[config.mk]
export PLATFORM = sky130hd
export DESIGN_NAME = hqm_aqed_pipe_if_monitor
export DESIGN_NICKNAME = d
export VERILOG_FILES = /design/src/rtl/hqm_core_pkg.sv /design/src/rtl/hqm_aqed_if_chan_chk.sv /design/src/rtl/hqm_aqed_pipe_if_monitor.sv
export SDC_FILE = /design/constraint.sdc
export NUM_CORES = 1
export LEC_CHECK = 0
export ABC_AREA = 1
export CELL_PAD_IN_SITES_DETAIL_PLACEMENT = 1
export CELL_PAD_IN_SITES_GLOBAL_PLACEMENT = 1
export CORE_MARGIN = 2
export CORE_UTILIZATION = 38
export DETAILED_ROUTE_END_ITERATION = 6
export GPL_TIMING_DRIVEN = 0
export PLACE_DENSITY = 0.84
export SYNTH_ARGS = -nofsm -noshare
export SYNTH_HDL_FRONTEND = slang
export SYNTH_SLANG_ARGS = --single-unit
[constraint.sdc]
create_clock -name hqm_gated_clk -period 6 [get_ports hqm_gated_clk]
set_input_delay 0.6 -clock hqm_gated_clk [delete_from_list [all_inputs] [get_ports hqm_gated_clk]]
set_output_delay 0.6 -clock hqm_gated_clk [all_outputs]
set_load 0.01 [all_outputs]
[src/rtl/hqm_core_pkg.sv]
// Shared types for the AQED pipe interface monitor.
//
// Contents:
//   err_type_e     - error class reported in the first-error capture (DROP / STABLE / INT)
//   chan_state_e   - per-channel handshake tracker state (IDLE / STALL)
//   ERR_IDX_WIDTH  - width of the first-error index field
package hqm_core_pkg;

  // Encoding is architecturally visible on first_err_type.
  typedef enum logic [1:0] {
    ErrDrop   = 2'd0,
    ErrStable = 2'd1,
    ErrInt    = 2'd2
  } err_type_e;

  typedef enum logic {
    StIdle  = 1'b0,
    StStall = 1'b1
  } chan_state_e;

  localparam int unsigned ERR_IDX_WIDTH = 3;

endpackage : hqm_core_pkg

[src/rtl/hqm_aqed_if_chan_chk.sv]
// One valid/ready channel checker for the AQED pipe interface monitor.
//
// Tracks whether the channel is stalled (valid high, ready low) and, while stalled, checks that
// valid stays asserted and data stays stable. Also counts accepts with a saturating counter.
//
// Ports:
//   clk          - clock (hqm_gated_clk)
//   rst          - synchronous active-high reset
//   v            - channel valid
//   ready        - channel ready
//   data         - channel data
//   chk_en       - handshake check enable (takes effect in the same cycle)
//   clr          - clears stickies and the accept counter; state and hold register survive
//   drop_evt     - combinational: valid dropped while stalled this cycle
//   stable_evt   - combinational: data changed while stalled this cycle
//   drop_sticky  - registered sticky of drop_evt
//   stable_sticky- registered sticky of stable_evt
//   acc_cnt      - registered saturating accept counter
module hqm_aqed_if_chan_chk
  import hqm_core_pkg::*;
#(
  parameter int unsigned DATA_WIDTH = 64,
  parameter int unsigned CNT_WIDTH  = 16
) (
  input  logic                  clk,
  input  logic                  rst,
  input  logic                  v,
  input  logic                  ready,
  input  logic [DATA_WIDTH-1:0] data,
  input  logic                  chk_en,
  input  logic                  clr,
  output logic                  drop_evt,
  output logic                  stable_evt,
  output logic                  drop_sticky,
  output logic                  stable_sticky,
  output logic [CNT_WIDTH-1:0]  acc_cnt
);

  chan_state_e           state_q, state_d;
  logic [DATA_WIDTH-1:0] hold_q, hold_d;
  logic                  drop_sticky_q, drop_sticky_d;
  logic                  stable_sticky_q, stable_sticky_d;
  logic [CNT_WIDTH-1:0]  acc_q, acc_d;
  logic                  accept;

  assign accept = v & ready;

  // Handshake tracker and violation detect.
  always_comb begin
    state_d    = state_q;
    hold_d     = hold_q;
    drop_evt   = 1'b0;
    stable_evt = 1'b0;
    unique case (state_q)
      StIdle: begin
        if (v && !ready && chk_en) begin
          state_d = StStall;
          hold_d  = data;
        end
      end
      StStall: begin
        if (!chk_en) begin
          // Disabling mid-stall abandons the check silently.
          state_d = StIdle;
        end else if (!v) begin
          drop_evt = 1'b1;
          state_d  = StIdle;
        end else begin
          if (data != hold_q) begin
            stable_evt = 1'b1;
            // Re-arm on the new value so a persistent change is reported once.
            hold_d     = data;
          end
          if (ready) begin
            state_d = StIdle;
          end
        end
      end
      default: state_d = StIdle;
    endcase
  end

  // Status and counters; clr wins over any event in the same cycle.
  always_comb begin
    drop_sticky_d   = drop_sticky_q | drop_evt;
    stable_sticky_d = stable_sticky_q | stable_evt;
    acc_d           = acc_q;
    if (accept && (acc_q != {CNT_WIDTH{1'b1}})) begin
      acc_d = acc_q + CNT_WIDTH'(1);
    end
    if (clr) begin
      drop_sticky_d   = 1'b0;
      stable_sticky_d = 1'b0;
      acc_d           = '0;
    end
  end

  always_ff @(posedge clk) begin
    if (rst) begin
      state_q         <= StIdle;
      hold_q          <= '0;
      drop_sticky_q   <= 1'b0;
      stable_sticky_q <= 1'b0;
      acc_q           <= '0;
    end else begin
      state_q         <= state_d;
      hold_q          <= hold_d;
      drop_sticky_q   <= drop_sticky_d;
      stable_sticky_q <= stable_sticky_d;
      acc_q           <= acc_d;
    end
  end

  assign drop_sticky   = drop_sticky_q;
  assign stable_sticky = stable_sticky_q;
  assign acc_cnt       = acc_q;

endmodule : hqm_aqed_if_chan_chk

[src/rtl/hqm_aqed_pipe_if_monitor.sv]
// Runtime monitor for the AQED pipe ingress interfaces. Observation only.
//
// Watches NUM_CH valid/ready channels for handshake violations (valid dropped or data changed
// while stalled) and the pipe interrupt vector for unmasked bits. Reports sticky status, a
// first-error capture and saturating counters. All outputs are registered.
//
// Ports:
//   hqm_gated_clk     - clock
//   hqm_gated_rst     - synchronous active-high reset
//   ch_v / ch_ready   - per-channel valid / ready
//   ch_data           - channel c at [c*DATA_WIDTH +: DATA_WIDTH]
//   int_inf_v         - pipe interrupt vector
//   cfg_chk_en        - per-channel handshake check enable
//   cfg_int_mask      - 1 = interrupt bit permitted
//   cfg_clr           - clears stickies, capture and counters (events that cycle discarded)
//   err_drop_sticky   - per channel: valid dropped while stalled
//   err_stable_sticky - per channel: data changed while stalled
//   err_int_sticky    - unmasked interrupt bits seen
//   err_any           - OR of all sticky bits
//   first_err_v/type/idx - first error capture
//   err_cnt           - total error events, saturating
//   acc_cnt           - per-channel accepts, saturating, channel c at [c*CNT_WIDTH +: CNT_WIDTH]
module hqm_aqed_pipe_if_monitor
  import hqm_core_pkg::*;
#(
  parameter int unsigned NUM_CH     = 2,
  parameter int unsigned DATA_WIDTH = 64,
  parameter int unsigned INT_WIDTH  = 8,
  parameter int unsigned CNT_WIDTH  = 16
) (
  input  logic                           hqm_gated_clk,
  input  logic                           hqm_gated_rst,
  input  logic [NUM_CH-1:0]              ch_v,
  input  logic [NUM_CH-1:0]              ch_ready,
  input  logic [NUM_CH*DATA_WIDTH-1:0]   ch_data,
  input  logic [INT_WIDTH-1:0]           int_inf_v,
  input  logic [NUM_CH-1:0]              cfg_chk_en,
  input  logic [INT_WIDTH-1:0]           cfg_int_mask,
  input  logic                           cfg_clr,
  output logic [NUM_CH-1:0]              err_drop_sticky,
  output logic [NUM_CH-1:0]              err_stable_sticky,
  output logic [INT_WIDTH-1:0]           err_int_sticky,
  output logic                           err_any,
  output logic                           first_err_v,
  output logic [1:0]                     first_err_type,
  output logic [ERR_IDX_WIDTH-1:0]       first_err_idx,
  output logic [CNT_WIDTH-1:0]           err_cnt,
  output logic [NUM_CH*CNT_WIDTH-1:0]    acc_cnt
);

  // Max events per cycle is 2*NUM_CH+1 (DROP and STABLE are exclusive, but size for both).
  localparam int unsigned EvtW = $clog2(2 * NUM_CH + 2);
  localparam int unsigned SumW = CNT_WIDTH + EvtW;
  localparam logic [SumW-1:0] CntMax = {{EvtW{1'b0}}, {CNT_WIDTH{1'b1}}};

  logic [NUM_CH-1:0] drop_evt;
  logic [NUM_CH-1:0] stable_evt;

  // ---------------------------------------------------------------------------------------------
  // Per-channel checkers
  // ---------------------------------------------------------------------------------------------
  for (genvar c = 0; c < NUM_CH; c++) begin : g_chan
    hqm_aqed_if_chan_chk #(
      .DATA_WIDTH (DATA_WIDTH),
      .CNT_WIDTH  (CNT_WIDTH)
    ) u_chan_chk (
      .clk           (hqm_gated_clk),
      .rst           (hqm_gated_rst),
      .v             (ch_v[c]),
      .ready         (ch_ready[c]),
      .data          (ch_data[c*DATA_WIDTH +: DATA_WIDTH]),
      .chk_en        (cfg_chk_en[c]),
      .clr           (cfg_clr),
      .drop_evt      (drop_evt[c]),
      .stable_evt    (stable_evt[c]),
      .drop_sticky   (err_drop_sticky[c]),
      .stable_sticky (err_stable_sticky[c]),
      .acc_cnt       (acc_cnt[c*CNT_WIDTH +: CNT_WIDTH])
    );
  end

  // ---------------------------------------------------------------------------------------------
  // Interrupt check
  // ---------------------------------------------------------------------------------------------
  logic [INT_WIDTH-1:0] int_evt_vec;
  logic                 int_evt;
  logic [INT_WIDTH-1:0] int_sticky_q, int_sticky_d;

  assign int_evt_vec = int_inf_v & ~cfg_int_mask;
  assign int_evt     = |int_evt_vec;

  always_comb begin
    int_sticky_d = int_sticky_q | int_evt_vec;
    if (cfg_clr) begin
      int_sticky_d = '0;
    end
  end

  // ---------------------------------------------------------------------------------------------
  // Event count and saturating error counter
  // ---------------------------------------------------------------------------------------------
  logic [EvtW-1:0]      n_evt;
  logic [SumW-1:0]      err_sum;
  logic [CNT_WIDTH-1:0] err_cnt_q, err_cnt_d;

  always_comb begin
    n_evt = EvtW'(int_evt);
    for (int c = 0; c < int'(NUM_CH); c++) begin
      n_evt = n_evt + EvtW'(drop_evt[c]) + EvtW'(stable_evt[c]);
    end
  end

  assign err_sum = {{EvtW{1'b0}}, err_cnt_q} + {{CNT_WIDTH{1'b0}}, n_evt};

  always_comb begin
    if (err_sum > CntMax) begin
      err_cnt_d = {CNT_WIDTH{1'b1}};
    end else begin
      err_cnt_d = err_sum[CNT_WIDTH-1:0];
    end
    if (cfg_clr) begin
      err_cnt_d = '0;
    end
  end

  // ---------------------------------------------------------------------------------------------
  // First-error priority encode: DROP > STABLE > INT, lowest index within a type.
  // Each pass scans high-to-low so the lowest hit wins; later passes have higher priority.
  // ---------------------------------------------------------------------------------------------
  logic                     fe_hit;
  err_type_e                fe_type;
  logic [ERR_IDX_WIDTH-1:0] fe_idx;

  always_comb begin
    fe_hit  = (|drop_evt) | (|stable_evt) | int_evt;
    fe_type = ErrDrop;
    fe_idx  = '0;
    for (int i = int'(INT_WIDTH) - 1; i >= 0; i--) begin
      if (int_evt_vec[i]) begin
        fe_type = ErrInt;
        fe_idx  = ERR_IDX_WIDTH'(i);
      end
    end
    for (int c = int'(NUM_CH) - 1; c >= 0; c--) begin
      if (stable_evt[c]) begin
        fe_type = ErrStable;
        fe_idx  = ERR_IDX_WIDTH'(c);
      end
    end
    for (int c = int'(NUM_CH) - 1; c >= 0; c--) begin
      if (drop_evt[c]) begin
        fe_type = ErrDrop;
        fe_idx  = ERR_IDX_WIDTH'(c);
      end
    end
  end

  logic                     fe_v_q, fe_v_d;
  err_type_e                fe_type_q, fe_type_d;
  logic [ERR_IDX_WIDTH-1:0] fe_idx_q, fe_idx_d;

  always_comb begin
    fe_v_d    = fe_v_q;
    fe_type_d = fe_type_q;
    fe_idx_d  = fe_idx_q;
    if (cfg_clr) begin
      fe_v_d    = 1'b0;
      fe_type_d = ErrDrop;
      fe_idx_d  = '0;
    end else if (!fe_v_q && fe_hit) begin
      fe_v_d    = 1'b1;
      fe_type_d = fe_type;
      fe_idx_d  = fe_idx;
    end
  end

  // ---------------------------------------------------------------------------------------------
  // State
  // ---------------------------------------------------------------------------------------------
  always_ff @(posedge hqm_gated_clk) begin
    if (hqm_gated_rst) begin
      int_sticky_q <= '0;
      err_cnt_q    <= '0;
      fe_v_q       <= 1'b0;
      fe_type_q    <= ErrDrop;
      fe_idx_q     <= '0;
    end else begin
      int_sticky_q <= int_sticky_d;
      err_cnt_q    <= err_cnt_d;
      fe_v_q       <= fe_v_d;
      fe_type_q    <= fe_type_d;
      fe_idx_q     <= fe_idx_d;
    end
  end

  assign err_int_sticky = int_sticky_q;
  assign err_cnt        = err_cnt_q;
  assign first_err_v    = fe_v_q;
  assign first_err_type = fe_type_q;
  assign first_err_idx  = fe_idx_q;
  // Derived only from registered stickies, so still a registered-timing output.
  assign err_any        = (|err_drop_sticky) | (|err_stable_sticky) | (|int_sticky_q);

endmodule : hqm_aqed_pipe_if_monitor

# Word-level counts from Yosys, hierarchy flattened
# Cells that the tools add are included.
[word_totals]
register_bits = 196
output_inout_bits = 67
input_bits = 153
word_cells = 128
[op_classes]
n_mux = 59
order_cmp = 1
reduce_logical = 19
n_eq_ne = 12
bitwise_logic = 15
n_addsub = 7
[ops]
columns = ["op", "count"]
rows = [
  ["$mux W64", 8],
  ["$pmux W64 S2", 2],
  ["$ne A64 B64 Y1", 2],
  ["$mux W3", 12],
  ["$add A16 B1 Y16 const B", 2],
  ["$ne A16 B16 Y1 const B", 2],
  ["$mux W2", 12],
  ["$mux W1", 22],
  ["$add A16 B3 Y17", 1],
  ["$gt A17 B16 Y1 const B", 1],
  ["$mux W16", 1],
  ["$reduce_or A8 Y1", 2],
  ["$ne A2 B2 Y1 const B", 6],
  ["$reduce_or A2 Y1", 5],
  ["$and A8 B8 Y8", 1],
  ["$not A8 Y8", 1],
  ["$or A1 B1 Y1", 8],
  ["$or A8 B8 Y8", 1],
  ["$reduce_and A4 Y1", 2],
  ["$logic_and A1 B1 Y1", 7],
  ["$add A3 B1 Y3", 2],
  ["$ne A2 B1 Y1 const B", 2],
  ["$pmux W1 S2", 2],
  ["$add A2 B1 Y3", 1],
  ["4 further kinds", 8],
]

# Logic depth before layout (Yosys ltp)
# Gate-level depths: netlist of run 1.
[logic_depth]
depth_word = 14
depth_mapped = 22
mapped_depth_nobuf = 22

# By module
# From an unflattened synthesis of run 1, not the netlist that was laid out.
[unflattened]
hier_cells = 1886
area_unflattened_um2 = 11287.1
[by_module_without_submodules]
columns = ["mod", "instances", "cells_per_inst", "area_each_um2"]
rows = [
  ["hqm_aqed_if_chan_chk", 2, 839, 4860.9],
  ["hqm_aqed_pipe_if_monitor", 1, 208, 1565.3],
]

# Worst setup path after synthesis of run 1
# OpenSTA, ideal clock, no wires.
[synth_path]
path_type = "input-to-reg"
start = "in int_inf_v[6]"
end = "reg err_cnt_q[14], in the netlist err_cnt[14]"
setup_time_ps = 132
setup_slack_ps = 2486
stages = 20
required_time_ps = 5868
t_arrival_ps = 3381
n_path_buf = 0
path_cell_list = "inv_1 > nor2_1 > inv_1 > nand2_1 > nor2_1 > nand2_1 > inv_1 > fa_1 > fa_1 > inv_1 > ha_1 > fa_1 > a21oi_1 > nor2_1 > nand3_1 > nor3_2 > nand3_1 > nor2_1 > xnor2_1 > a21oi_1"
[synth_between]
elab_chain_cells = 9
[synth_lines]
columns = ["element", "line", "text"]
rows = [
  ["from (decl)", "hqm_aqed_pipe_if_monitor.sv:36", "input logic [INT_WIDTH-1:0] int_inf_v,"],
  ["$and A8 B8 Y8 *", "hqm_aqed_pipe_if_monitor.sv:89", "assign int_evt_vec = int_inf_v & ~cfg_int_mask;"],
  ["$reduce_or A8 Y1 *", "hqm_aqed_pipe_if_monitor.sv:90", "assign int_evt = |int_evt_vec;"],
  ["$add A1 B1 Y2 *", "hqm_aqed_pipe_if_monitor.sv:109", "n_evt = n_evt + EvtW'(drop_evt[c]) + EvtW'(stable_evt[c]);"],
  ["$add A2 B1 Y3 *", "hqm_aqed_pipe_if_monitor.sv:109", ""],
  ["$add A3 B1 Y3 * (2 in a row)", "hqm_aqed_pipe_if_monitor.sv:109", ""],
  ["$add A16 B3 Y17 *", "hqm_aqed_pipe_if_monitor.sv:113", "assign err_sum = {{EvtW{1'b0}}, err_cnt_q} + {{CNT_WIDTH{1'b0}}, n_evt};"],
  ["$gt A17 B16 Y1", "hqm_aqed_pipe_if_monitor.sv:116", "if (err_sum > CntMax) begin"],
  ["$mux W16 *", "hqm_aqed_pipe_if_monitor.sv:116", ""],
  ["to (signal assigned)", "hqm_aqed_pipe_if_monitor.sv:189", "err_cnt_q <= err_cnt_d;"],
  ["to (decl)", "hqm_aqed_pipe_if_monitor.sv:104", "logic [CNT_WIDTH-1:0] err_cnt_q, err_cnt_d;"],
]
# Every way passes the cells marked *; elsewhere a longest branch is shown, timed or not.
# A chain may end at the register's enable or synchronous reset.

# Worst setup path after layout of run 1
[layout_path]
start = "in int_inf_v[6]"
end = "reg err_cnt_q[11], in the netlist err_cnt[11]"
# Same word-level chain as after synthesis.

==> results.json, run 1 <==
{
  "status": "completed",
  "drtIter0Drc": 459,
  "slowest_delay_ns": 0.48,
  "cap_violations": 0,
  "slew_headroom": 0.4712,
  "min_from": "err_int_sticky[3]",
  "core_area_sq_mm": 0.02591,
  "path_buf_inv": 6,
  "die_h_um": 166.0,
  "crit_top_cell": "inv_1",
  "final_cell_area_sq_mm": 0.01316,
  "layout_common_cells": "nand2_1, nor2_1, inv_1, clkdlybuf4s50_1, dfxtp_1",
  "fp-row-count": 59,
  "post_dp_cell_area_sq_mm": 0.01259,
  "path_class": "in2reg",
  "post_cts_buffers": 0,
  "synth_edf_count": 0,
  "cp.required_ns": 6.37,
  "n_fill_cell": 3477,
  "grt_antenna_before_repair": 2,
  "min_path_cells": 2,
  "pin_count": 220,
  "irDropWorstVdd_mv": 0.1627,
  "fin_skew_ns": 0.01552,
  "detail-route-antenna-nets": 0,
  "cp_cell_sequence": "clkdlybuf4s50_1 -> inv_1 -> nor2_1 -> inv_1 -> nand2_1 -> nor2_1 -> nand2_1 -> inv_1 -> fa_1 -> fa_1 -> inv_1 -> ha_1 -> fa_1 -> a21oi_1 -> nor2_1 -> nand3_1 -> nor3_2 -> nand2_1 -> nor2_1 -> o21ai_0 -> inv_1",
  "final_common_cell": "nand2_1",
  "cts.path.max_buffers": 2,
  "cts_resized": 0,
  "r2r-start": "g_chan[1].u_chan_chk.hold_q[55]",
  "cts_max_level": 4,
  "initial_core_util": 0.3851,
  "synth_area_leaders": "dfxtp_1, nand2_1, nor2_1",
  "cts_tree": "done",
  "grt_start_max_net_pins": 18,
  "finalCritPeriodShare": 0.6863,
  "power.total_mw": 2.970,
  "grt_util_all_layers": 0.2287,
  "grt_pass1_vias": 10760,
  "max_freq_ghz": 0.2429,
  "dieArea_sq_mm": 0.02757,
  "area.growth.synth_to_final_pct": 31.86,
  "route.vias.total": 10330,
  "numClockSinks": 196,
  "fp.dieW_um": 166.0,
  "worstMarginPinSlew_ns": 0.7932,
  "final_nets": 1936,
  "cp.depth": 21,
  "ys_types": 34,
  "routed_wl_mm": 31.54,
  "synthesis.nets": 1698,
  "dp.final_hpwl_mm": 24.57,
  "postCtsHoldBufs": 0,
  "hold_path.class": "reg2reg",
  "start_kind": "input pin",
  "timing.hold.ws_ns": 0.4671,
  "syn_area_sq_mm": 0.009978,
  "power_density_mw_per_mm2": 225.7,
  "end_kind": "flop",
  "rsz0062_at_grt": "no",
  "timing.setup.tns_ns": 0,
  "leakage_nw": 5.926,
  "globalRoute.totalOverflow": 0,
  "drv_slew": 0,
  "period_minus_slack_ns": 4.118,
  "drc": 0,
  "io_buffers": 219,
  "post_drt_wl_per_cell_um": 14.87,
  "crit_fanout": 6,
  "finalSetupViolations": 0,
  "place_congestion": 0.8618,
  "hold_viol": 0,
  "synthFlopType": "dfxtp_1",
  "critPathLaunch": "int_inf_v[6]",
  "layout-drive-gt1-share": 0.03527,
  "yosys.area.top_type": "dfxtp_1",
  "crit_family": "simple AND/OR/NAND/NOR gates",
  "cp_slowest_cell": "fa_1",
  "synthArstFlopShare": 0,
  "worst_skew_pair.late_latency_ns": 0.44,
  "ys_seq_elements": 196,
  "routed_via_density": 4.869,
  "seq_area_frac_synth": 0.3932,
  "critPathArrivalTime_ns": 4.49,
  "synth_warnings": 0,
  "placedCellCount": 2090,
  "synthCells": 1536,
  "synth_top_area_share": 0.3932,
  "cts_buffers": 17,
  "dr.pass1.iters": 4,
  "r2r.worst_path.cells": 22,
  "layoutNonFillerInstCount": 2122,
  "cts_root_buf": "clkbuf_16",
  "postSynthAreaPerCell_sq_um": 6.496,
  "clkTransAtPathRegs_ns": 0.08,
  "grt_pass1_wl_mm": 51.93
}
state kept, by name, summed over array words and instances (netlist names):
signal                           count
first_err_idx                        3
g_chan.u_chan_chk.state_q            2
g_chan.u_chan_chk.stable_sticky      2
first_err_v                          1
first_err_type                       2
err_int_sticky                       8
err_cnt                             16
g_chan.u_chan_chk.acc_cnt           32
g_chan.u_chan_chk.hold_q           128
g_chan.u_chan_chk.drop_sticky        2
per-layer routing:
layer	track usage	wire length [um]	up-vias
li1	-	-	5213
met1	0.2676	13620	4892
met2	0.4102	15690	183
met3	0.06030	1640	43
met4	0.06616	578	2
met5	0	11	-
through the flow:
step	setup WS (ns)	util
detailed placement	1.443	0.4859
CTS	1.873	0.5077
global route	1.552	0.5078
finish	1.882	0.5078
global placement	1.539	0.4859
floorplan	2.486	-
Yosys cell counts, types with 7 or more instances:
master	number
a21oi_1	108
nand3_1	31
nor3_1	24
dfxtp_1	196
xor2_1	53
o21ai_0	114
clkbuf_1	28
inv_1	234
buf_6	11
nand2_1	324
o21ai_1	35
nor2_1	315
nor4_1	7
area by class of cell:
class | instances | area (sq um) | share of cell area
tap | 335 | 419.2 | 0.03186
clock inverter | 13 | 126.4 | 0.009604
antenna | 1 | 2.502 | 0.0001902
inverter | 237 | 889.6 | 0.06761
multi-input combinational | 1053 | 4868 | 0.3700
sequential | 196 | 3924 | 0.2982
clock buffer | 18 | 439.2 | 0.03338
buffer | 50 | 296.5 | 0.02254
timing repair buffer | 219 | 2192 | 0.1666
power by group:
group          leakage (nW)  switching [mW]  total (mW)  internal [mW]
registers              1.60          0.0403        1.40           1.36
logic                  4.06           0.228       0.435          0.207
clock network         0.265           0.547        1.14          0.590
total                  5.93           0.816        2.97           2.15
worst paths after layout:
kind,slack (ns),to
setup / recovery,1.88,err_cnt[11]
hold / removal,0.47,err_int_sticky[3]
hold reg to reg,0.47,err_int_sticky[3]
setup reg to reg,2.34,err_cnt[11]
cells by family (layout without fill, tap and decap cells):
| group | Yosys count | after routing | share of synthesized area |
|---|---|---|---|
| buffers and inverters | 287 | 537 | 0.1189 |
| and+or+nand+nor | 719 | 719 | 0.2868 |
| adders and majority gates | 9 | 9 | 0.01354 |
| AOI/OAI and AO/OA | 266 | 266 | 0.1358 |
| xor gates and xnor gates | 59 | 59 | 0.05179 |
| DFF | 196 | 196 | 0.3932 |
| other | 0 | 1 | 0 |
worst register-to-register path, cell delays in order, from the launching register on:
cell and delay [ns]:
dfxtp_1 0.35, inv_1 0.05, nand2_1 0.05, nand2_1 0.05, nor2_1 0.11, nand2_1 0.09
nor2_1 0.15, nand2_1 0.10, nor2_1 0.12, nand2_1 0.13, nand2_4 0.15, fa_1 0.43
inv_1 0.07, ha_1 0.19, fa_1 0.22, a21oi_1 0.07, nor2_1 0.15, nand3_1 0.14
nor3_2 0.26, nand2_1 0.14, nor2_1 0.32, o21ai_0 0.19, inv_1 0.09
No activity file was read; power rests on OpenSTA's default activity.
==> inputs of run 2 (changes only) <==
--- a/config.mk
+++ b/config.mk
@@ -9,10 +9,10 @@
 export CELL_PAD_IN_SITES_DETAIL_PLACEMENT = 1
 export CELL_PAD_IN_SITES_GLOBAL_PLACEMENT = 1
 export CORE_MARGIN = 2
-export CORE_UTILIZATION = 38
+export CORE_UTILIZATION = 35
 export DETAILED_ROUTE_END_ITERATION = 6
 export GPL_TIMING_DRIVEN = 0
-export PLACE_DENSITY = 0.84
+export PLACE_DENSITY = 0.78
 export SYNTH_ARGS = -nofsm -noshare
 export SYNTH_HDL_FRONTEND = slang
 export SYNTH_SLANG_ARGS = --single-unit
==> constraint.sdc (replaced) <==
create_clock -name hqm_gated_clk -period 3.9 [get_ports hqm_gated_clk]
set_input_delay 0.39 -clock hqm_gated_clk [delete_from_list [all_inputs] [get_ports hqm_gated_clk]]
set_output_delay 0.39 -clock hqm_gated_clk [all_outputs]
set_load 0.01 [all_outputs]
==> run 2 against run 1 <==
  * Clock skew rose by 0.0069 ns
  * Non-clock buffer count grew 5
  * Routed wire length increased by 0.73%
  * Count of clock-buffer cells in the layout unchanged
  * Critical endpoint unchanged
==> results.json, run 2 (same netlist as run 1, synthesis figures left out) <==
{
  "status": "completed",
  "start_kind": "input pin",
  "ff2ff_setup_slack_ns": 0.31,
  "cts_tree": "done",
  "post-route-util": 0.4764,
  "seq_area_sq_mm": 0.003924,
  "cts_max_level": 4,
  "power_density_mw_per_mm2": 344.9,
  "crit_fanout": 6,
  "fp-row-count": 61,
  "io_buffers": 219,
  "place_congestion": 0.8264,
  "route.vias.total": 10310,
  "dr.pass1.iters": 4,
  "largest_reg_flops": 128,
  "fp.dieW_um": 172.8,
  "grt_start_max_net_pins": 19,
  "hold_path.class": "reg2reg",
  "clkTransAtPathRegs_ns": 0.09,
  "power.total_mw": 4.590,
  "irDropWorstVdd_mv": 0.2030,
  "layout_common_cells": "nand2_1, nor2_1, inv_1, clkdlybuf4s50_1, dfxtp_1",
  "hold_end": "err_int_sticky[5]",
  "layout-drive-gt1-share": 0.04411,
  "area.growth.synth_to_final_pct": 33.38,
  "core_area_sq_mm": 0.02793,
  "min_from": "err_int_sticky[5]",
  "routed_wl_mm": 31.78,
  "drtIter0Drc": 300,
  "cap_violations": 0,
  "numClockSinks": 196,
  "cts_root_buf": "clkbuf_16",
  "final_common_cell": "nand2_1",
  "grt_util_all_layers": 0.2129,
  "path_class": "in2reg",
  "n_fill_cell": 3686,
  "leakage_nw": 5.973,
  "finalCritPeriodShare": 0.9568,
  "critPathArrivalTime_ns": 4.12,
  "fin_skew_ns": 0.02239,
  "min_path_cells": 2,
  "cp.required_ns": 4.28,
  "detail-route-antenna-nets": 0,
  "cts_buffers": 17,
  "worstMarginPinSlew_ns": 0.8512,
  "max_freq_ghz": 0.2680,
  "die_h_um": 172.8,
  "postCtsHoldBufs": 0,
  "drc": 0,
  "grt_antenna_before_repair": 2,
  "worst_skew_pair.late_latency_ns": 0.44,
  "rr_endpoint": "err_cnt[11]",
  "post_drt_wl_per_cell_um": 14.64,
  "r2r.worst_path.cells": 22,
  "multi_input_area_sq_mm": 0.004920,
  "placedCellCount": 2133,
  "dp.final_hpwl_mm": 24.36,
  "cts.path.max_buffers": 2,
  "globalRoute.totalOverflow": 0,
  "final_nets": 1941,
  "hold_viol": 0,
  "routed_via_density": 4.751,
  "slew_headroom": 0.4325,
  "pin_count": 220,
  "r2r-start": "g_chan[1].u_chan_chk.hold_q[55]",
  "finalSetupViolations": 0,
  "drv_slew": 0,
  "period_minus_slack_ns": 3.732,
  "top_register": "g_chan.u_chan_chk.hold_q",
  "grt_pass1_wl_mm": 52.14,
  "end_kind": "flop",
  "initial_core_util": 0.3572,
  "timing.hold.ws_ns": 0.4737,
  "layoutNonFillerInstCount": 2171,
  "grt_pass1_vias": 10700,
  "dieArea_sq_mm": 0.02988
}
==> run 2: changes by cell type in the layout (fill, tap and decap cells not counted), sizes merged <==
cell / change
buf: +5
clkinv: +2
clkinvlp: -3
diode: +1
inv: +1
==> run 2: power breakdown <==
part / switching [mW] / internal [mW]
clock: 0.867 / 0.903
sequential: 0.0615 / 2.09
combinational: 0.349 / 0.320
total: 1.28 / 3.31
==> run 2: critical path, stage by stage <==
cell and delay (ns):
clkdlybuf4s50_1 0.46, inv_1 0.06, nor2_4 0.10, inv_1 0.07, nand2_1 0.07, nor2_2 0.04
nand2_1 0.11, inv_2 0.06, fa_1 0.48, fa_1 0.48, inv_1 0.08, ha_2 0.19
fa_2 0.21, a21oi_1 0.06, nor2_1 0.21, nand3_2 0.15, nor3_4 0.32, nand2_2 0.13
nor2_4 0.19, o21ai_0 0.16, inv_1 0.09
==> run 2: layer usage <==
layer	vias up	track usage	part of all wire
li1	5220	-	-
met1	4901	0.2545	0.43
met2	164	0.3783	0.50
met3	25	0.06091	0.058
met4	4	0.04590	0.0099
met5	-	0	0.00066
==> run 2: worst max-delay path by stage <==
stage,start,end,slack (ns),depth (start not counted)
floorplan,int_inf_v[6],err_cnt[14],0.60,20
global placement,int_inf_v[6],err_cnt[9],-0.39,21
detailed placement,int_inf_v[6],err_cnt[13],-0.54,21
CTS,int_inf_v[6],err_cnt[4],0.03,19
global route,ch_data[81],err_cnt[11],-0.06,23
finish,int_inf_v[6],err_cnt[11],0.17,21
==> run 2: area by class of cell <==
| cell class | count | area share |
|---|---|---|
| well taps | 378 | 0.03554 |
| multi-input cells | 1053 | 0.3697 |
| diodes | 2 | 0.0003760 |
| clock buffers | 18 | 0.03225 |
| flip-flops and latches | 196 | 0.2948 |
| inverters | 237 | 0.06684 |
| repair buffers | 224 | 0.1675 |
| plain buffers | 50 | 0.02228 |
| clock inverters | 13 | 0.01072 |
==> run 2: what timing repair did <==
action,CTS,global route
endpoints found under the setup margin,4,16
setup buffers,0,5
resized for setup,1,15
pin swaps,0,6
==> run 2: per-stage QoR <==
stage	setup slack (ns)	TNS, ns	cell area, sq um
finish	0.1685	0	13310
global route	-0.06177	-0.1380	13300
CTS	0.02831	0	13220
detailed placement	-0.5435	-7.070	12640
global placement	-0.3900	-5.480	12640
floorplan	0.5964	0	9978
==> edit 1, RTL diff (settings of run 2) <==
`DATA_WIDTH` is set to 64 in 2 places; all go to 128.
--- a/src/rtl/hqm_aqed_if_chan_chk.sv
+++ b/src/rtl/hqm_aqed_if_chan_chk.sv
@@ -19,7 +19,7 @@
 module hqm_aqed_if_chan_chk
   import hqm_core_pkg::*;
 #(
-  parameter int unsigned DATA_WIDTH = 64,
+  parameter int unsigned DATA_WIDTH = 128,
   parameter int unsigned CNT_WIDTH  = 16
 ) (
   input  logic                  clk,
--- a/src/rtl/hqm_aqed_pipe_if_monitor.sv
+++ b/src/rtl/hqm_aqed_pipe_if_monitor.sv
@@ -24,7 +24,7 @@
   import hqm_core_pkg::*;
 #(
   parameter int unsigned NUM_CH     = 2,
-  parameter int unsigned DATA_WIDTH = 64,
+  parameter int unsigned DATA_WIDTH = 128,
   parameter int unsigned INT_WIDTH  = 8,
   parameter int unsigned CNT_WIDTH  = 16
 ) (
Interface: changed (resized ch_data); port bits go from 220 to 348. No check against the original RTL was run, so the function may have changed too.
==> edit 1 against run 2 <==
  * Sequential power up 67%
  * Final area up 57%
  * Critical endpoint is now err_cnt[3]$_SDFF_PP0_
  * Critical path depth up 2
  * Largest cell class unchanged
  * Sequential cell count up 128
  * Total power up 83%
  * Clock skew down 0.0090 ns
  * Area after synthesis up 54%
  * Register-to-register slack worse by 0.02 ns
  * Via count up 46%
  * Routed wire length up 58%
  * Worst setup slack better by 0.13 ns
  * Largest power group is now clock
  * Clock power up 110%
==> edit 1: results (changes against run 2) <==
- **outcome** finished, final reports clean
- **reg-to-reg endpoint** err_cnt[3]$_SDFF_PP0_
- **adder and majority cell fraction of the synthesized area** 0.00879, -0.00475
- **Placer Congestion** 0.816, -1.3%
- **sequential-to-total area share from yosys stat** 0.422, +0.0288
- **Synth cell types** 39, +15%
- **Slowest Stage Delay on Critical Path** 0.40 ns, -0.08 ns
- **via count normalized by instance count** 4.78, +0.53%
- **worst clock skew** 0.0133 ns, -0.00905 ns
- **area of the mapped netlist** 15,400 um2, +54%
- **Tightest Pin Transition** 0.854 ns, +0.00321 ns
- **data arrival time of the critical path** 4.08 ns, -0.04 ns
- **critical path fanouts, max** 10, +4
- **reg-to-reg startpoint** g_chan[1].u_chan_chk.hold_q[8]$_SDFFE_PP0P_
- **min-delay worst type** in -> reg
- **max reg flops** 256, +100%
- **LEAKAGE** 0.00816 uW, +37%
- **Clock Path Buffers** 3, +1
- **iteration count of the initial detailed-routing pass** 6, +2
- **Post-DP HPWL** 38.5 mm, +58%
- **count of cells along the worst hold path** 3, +1
- **DRC violation total after the first TritonRoute iteration** 568, +89%
- **vias in the first global route** 15,700, +46%
- **leading cell types by total area after synthesis** dfxtp_1 42%, nor2_1 15%, xnor2_1 14%
- **P_int** 6280 uW, +90%
- **slack of the worst reg-to-reg path** 0.29 ns, -0.02 ns
- **number of levels in the clock H-tree** 2, -2
- **clock transition at the register clock pins on the worst setup and hold paths after CTS** 0.06 ns, -0.03 ns
- **initial antenna violation count** 21, +19
- **hold path start** ch_data[118]
- **maximum number of pins on one net before global-route repair** 13, -6
- **count of cells along the worst register-to-register path** 23, +4.5%
- **global-route wire length before repair** 79.2 mm, +52%
- **XOR/XNOR Fraction of Synth Area** 0.142, +0.0907
- **TritonCTS Buffers** 39, +22
- **DR WL/cell** 16.0 um, +9.2%
edit 1: what timing repair did:
action | CTS | global route
pin swaps | 1 | 3
setup buffers | 1 | 1
resized for setup | 4 | 12
endpoints found under the setup margin | 15 | 15
edit 1: logic make-up after synthesis:
family / Yosys count
xor+xnor: 250
simple gates: 970
buf+inv: 218
compound gates: 359
fa+ha+maj: 9
flops: 324
edit 1: metal layers:
metal	GRT usage	up-vias	wire [um]
met2	0.394	267	24900
li1	-	7515	-
met4	0.0661	26	1110
met5	0	-	184
met3	0.0716	97	3700
met1	0.243	7106	20300
edit 1: layout make-up:
cell class / count / area, um2
antenna: 9 / 22.5
tap: 585 / 732
fill: 5457 / 22200
clock inverter: 8 / 67.6
sequential: 324 / 6490
buffer: 93 / 464
timing repair buffer: 349 / 3490
clock buffer: 62 / 1210
inverter: 125 / 472
multi-input combinational: 1588 / 8000
edit 1: metrics by stage:
step | instance area [um2] | worst slack [ns] | cells | setup TNS (ns) | hold slack [ns]
6_report | 20900 | 0.295 | 3143 | 0 | 0.427
5_1_grt | 20900 | -0.0101 | 3138 | -0.0101 | 0.439
4_1_cts | 20900 | 0.00901 | 3133 | 0 | 0.406
3_5_place_dp | 19600 | -0.667 | 3062 | -9.20 | 0.459
3_3_place_gp | 19600 | -0.552 | 3062 | -7.52 | 0.453
2_1_floorplan | 15400 | 0.466 | 2130 | 0 | 0.443
edit 1: power by group through the flow:
stage	clock [uW]	combinational, uW	sequential [uW]
final	3650	1160	3590
after global routing	3900	1300	3610
after CTS	3730	1170	3590
after detailed placement	0	1160	3660
after global placement	0	1110	3650
after floorplan	0	618	3640
edit 1: how the worst max path moves through the flow:
stage	from	end	slack (ns)	cells past startpoint
after floorplan	cfg_int_mask[7]	err_cnt[0]$_SDFF_PP0_	0.47	21
after global placement	ch_data[140]	err_cnt[8]$_SDFF_PP0_	-0.55	24
after detailed placement	ch_data[141]	err_cnt[3]$_SDFF_PP0_	-0.67	24
after CTS	g_chan[1].u_chan_chk.hold_q[48]$_SDFFE_PP0P_	err_cnt[3]$_SDFF_PP0_	0.009	23
after global routing	g_chan[1].u_chan_chk.hold_q[8]$_SDFFE_PP0P_	err_cnt[5]$_SDFF_PP0_	-0.01	23
final	g_chan[1].u_chan_chk.hold_q[8]$_SDFFE_PP0P_	err_cnt[3]$_SDFF_PP0_	0.29	23
edit 1: worst max-delay path, delay by kind of cell, from the launching register on:
| kind | cells | cell delay, ns |
|---|---|---|
| AO/OA/AOI/OAI | 2 | 0.29 |
| XOR/XNOR | 1 | 0.19 |
| adder cells (fa/ha/maj) | 3 | 0.81 |
| buffers and inverters | 3 | 0.31 |
| flip-flops | 1 | 0.33 |
| AND/OR/NAND/NOR | 14 | 1.58 |
==> edit 2, RTL diff (settings of run 2) <==
Without the edit above. Add an input register stage for `cfg_clr`, cleared by the reset; this delays it by one clock. The other inputs are not delayed to match. Comments in the files are not updated.
--- a/src/rtl/hqm_aqed_pipe_if_monitor.sv
+++ b/src/rtl/hqm_aqed_pipe_if_monitor.sv
@@ -53,6 +53,16 @@
   localparam int unsigned SumW = CNT_WIDTH + EvtW;
   localparam logic [SumW-1:0] CntMax = {{EvtW{1'b0}}, {CNT_WIDTH{1'b1}}};
 
+  logic cfg_clr_q;
+
+  always_ff @(posedge hqm_gated_clk) begin
+    if (hqm_gated_rst) begin
+      cfg_clr_q <= '0;
+    end else begin
+      cfg_clr_q <= cfg_clr;
+    end
+  end
+
   logic [NUM_CH-1:0] drop_evt;
   logic [NUM_CH-1:0] stable_evt;
 
@@ -70,7 +80,7 @@
       .ready         (ch_ready[c]),
       .data          (ch_data[c*DATA_WIDTH +: DATA_WIDTH]),
       .chk_en        (cfg_chk_en[c]),
-      .clr           (cfg_clr),
+      .clr           (cfg_clr_q),
       .drop_evt      (drop_evt[c]),
       .stable_evt    (stable_evt[c]),
       .drop_sticky   (err_drop_sticky[c]),
@@ -91,7 +101,7 @@
 
   always_comb begin
     int_sticky_d = int_sticky_q | int_evt_vec;
-    if (cfg_clr) begin
+    if (cfg_clr_q) begin
       int_sticky_d = '0;
     end
   end
@@ -118,7 +128,7 @@
     end else begin
       err_cnt_d = err_sum[CNT_WIDTH-1:0];
     end
-    if (cfg_clr) begin
+    if (cfg_clr_q) begin
       err_cnt_d = '0;
     end
   end
@@ -163,7 +173,7 @@
     fe_v_d    = fe_v_q;
     fe_type_d = fe_type_q;
     fe_idx_d  = fe_idx_q;
-    if (cfg_clr) begin
+    if (cfg_clr_q) begin
       fe_v_d    = 1'b0;
       fe_type_d = ErrDrop;
       fe_idx_d  = '0;
Behaviour: not the same (Yosys sat finds a counterexample within 4 cycles, from zero or initial values and one cycle with hqm_gated_rst high).
==> edit 2 against run 2 <==
  * Area after synthesis is 0.18% higher
  * Die area is 0.17% higher
  * Total power is 0.57% higher
  * Routed wire length is 0.31% higher
  * Final area is 0.14% higher
  * First-iteration DRC count is 54% higher
  * Non-clock buffer count is 1 higher
  * Worst setup slack better by 0.065 ns
  * Via count is 0.11% lower
  * Sequential cell count is 1 higher
  * Largest power group unchanged
  * Highest routed layer unchanged
==> edit 2: results (changes against run 2) <==
- **leading cell types by total area after synthesis** dfxtp_1 39%, nand2_1 12%, nor2_1 12%
- **Total Nets Final** 1,947, +0.31%
- **worst hold endpoint** g_chan[1].u_chan_chk.acc_cnt[4]$_SDFFE_PP0P_
- **sequential-to-total area share from yosys stat** 0.395, +0.00131
- **placed cell area** 12,700 um2, +0.14%
- **hold path start** g_chan[1].u_chan_chk.acc_cnt[4]$_SDFFE_PP0P_
- **top post-synthesis cells by count** 331 x nand2_1, 315 x nor2_1, 237 x inv_1
- **outcome** finished, final reports clean
- **via count normalized by instance count** 4.73, -0.52%
- **worst slack, placed** -0.500 ns, +0.0432 ns
- **LEAKAGE** 0.00606 uW, +1.5%
- **share of final-layout standard cells stronger than drive strength 1** 0.0473, +0.00319
- **final WL** 31.9 mm, +0.31%
- **Compound-Gate Fraction of Synth Area** 0.138, +0.00214
- **Post-DP HPWL** 24.5 mm, +0.64%
- **XOR/XNOR Fraction of Synth Area** 0.0482, -0.00360
- **initial antenna violation count** 5, +3
- **vias in the first global route** 10,800, +0.84%
- **max-slew headroom at the worst pin** 0.443, +0.0105
- **data arrival time of the critical path** 4.00 ns, -0.12 ns
- **adder and majority cell fraction of the synthesized area** 0.0135, -0.0000237
- **IR Drop Worst-Case VDD** 0.000200 V, -1.5%
- **Synth cell types** 37, +8.8%
- **TritonCTS Buffers** 17, unchanged
- **reg-to-reg startpoint** g_chan[1].u_chan_chk.hold_q[52]$_SDFFE_PP0P_
- **setup slack after layout** 0.234 ns, +0.0651 ns
- **GRT Resource Usage Total** 0.213, +0.000581
- **reg-to-reg endpoint** err_cnt[12]$_SDFF_PP0_
- **global-route wire length before repair** 52.5 mm, +0.59%
- **DRC violation total after the first TritonRoute iteration** 463, +54%
- **worst clock skew** 0.0172 ns, -0.00514 ns
- **Critical path destination** err_cnt[15]$_SDFF_PP0_
edit 2: changes by cell type after synthesis, moves of 3 or more:
cell	run 2	this run
nand2_1	324	331
nor3_1	24	17
nand4_1	6	2
inv_1	234	237
nand3_1	31	34
xnor2_1	6	3
edit 2: timing repair:
action | 4_1_cts | 5_1_grt
gates resized for setup | 1 | 16
pin swaps | 0 | 3
endpoints found under the setup margin | 7 | 16
setup buffers | 0 | 6
edit 2: final cells by class:
| class | count | area (um2) |
|---|---|---|
| well taps | 378 | 473 |
| multi-input cells | 1054 | 4910 |
| repair buffers | 225 | 2240 |
| clock inverters | 13 | 116 |
| clock buffers | 18 | 439 |
| plain buffers | 50 | 297 |
| fillers | 3682 | 14600 |
| flip-flops and latches | 197 | 3940 |
| diodes | 5 | 12.5 |
| inverters | 240 | 901 |
edit 2: critical path: cells and delay by family:
family	cells	cell delay [ns]
AO/OA/AOI/OAI	2	0.38
AND/OR/NAND/NOR	9	0.96
buffers and inverters	5	0.67
adder cells (fa/ha/maj)	4	1.59
edit 2: routing by layer:
metal	track usage	wire (um)
met2	0.380	15700
met4	0.0561	314
met5	0	27
met3	0.0493	1440
met1	0.258	14400
edit 2: cell families after synthesis:
kind of cell    count (synthesis)
flops                         197
compound gates                269
simple gates                  721
xor+xnor                       55
buf+inv                       290
fa+ha+maj                       9
edit 2: stage by stage:
step,util,hold WS [ns],cells,TNS (ns)
6_report,0.477,0.470,2180,0
5_1_grt,0.477,0.485,2177,-0.00342
4_1_cts,0.473,0.475,2169,0
3_5_place_dp,0.453,0.460,2138,-6.51
3_3_place_gp,0.453,0.454,2138,-4.51
2_1_floorplan,-,0.443,1541,0
edit 2: power by group:
part	switching, uW	internal (uW)	leakage [uW]
clock	880	854	0.000273
combinational	371	339	0.00418
sequential	66.6	2110	0.00161
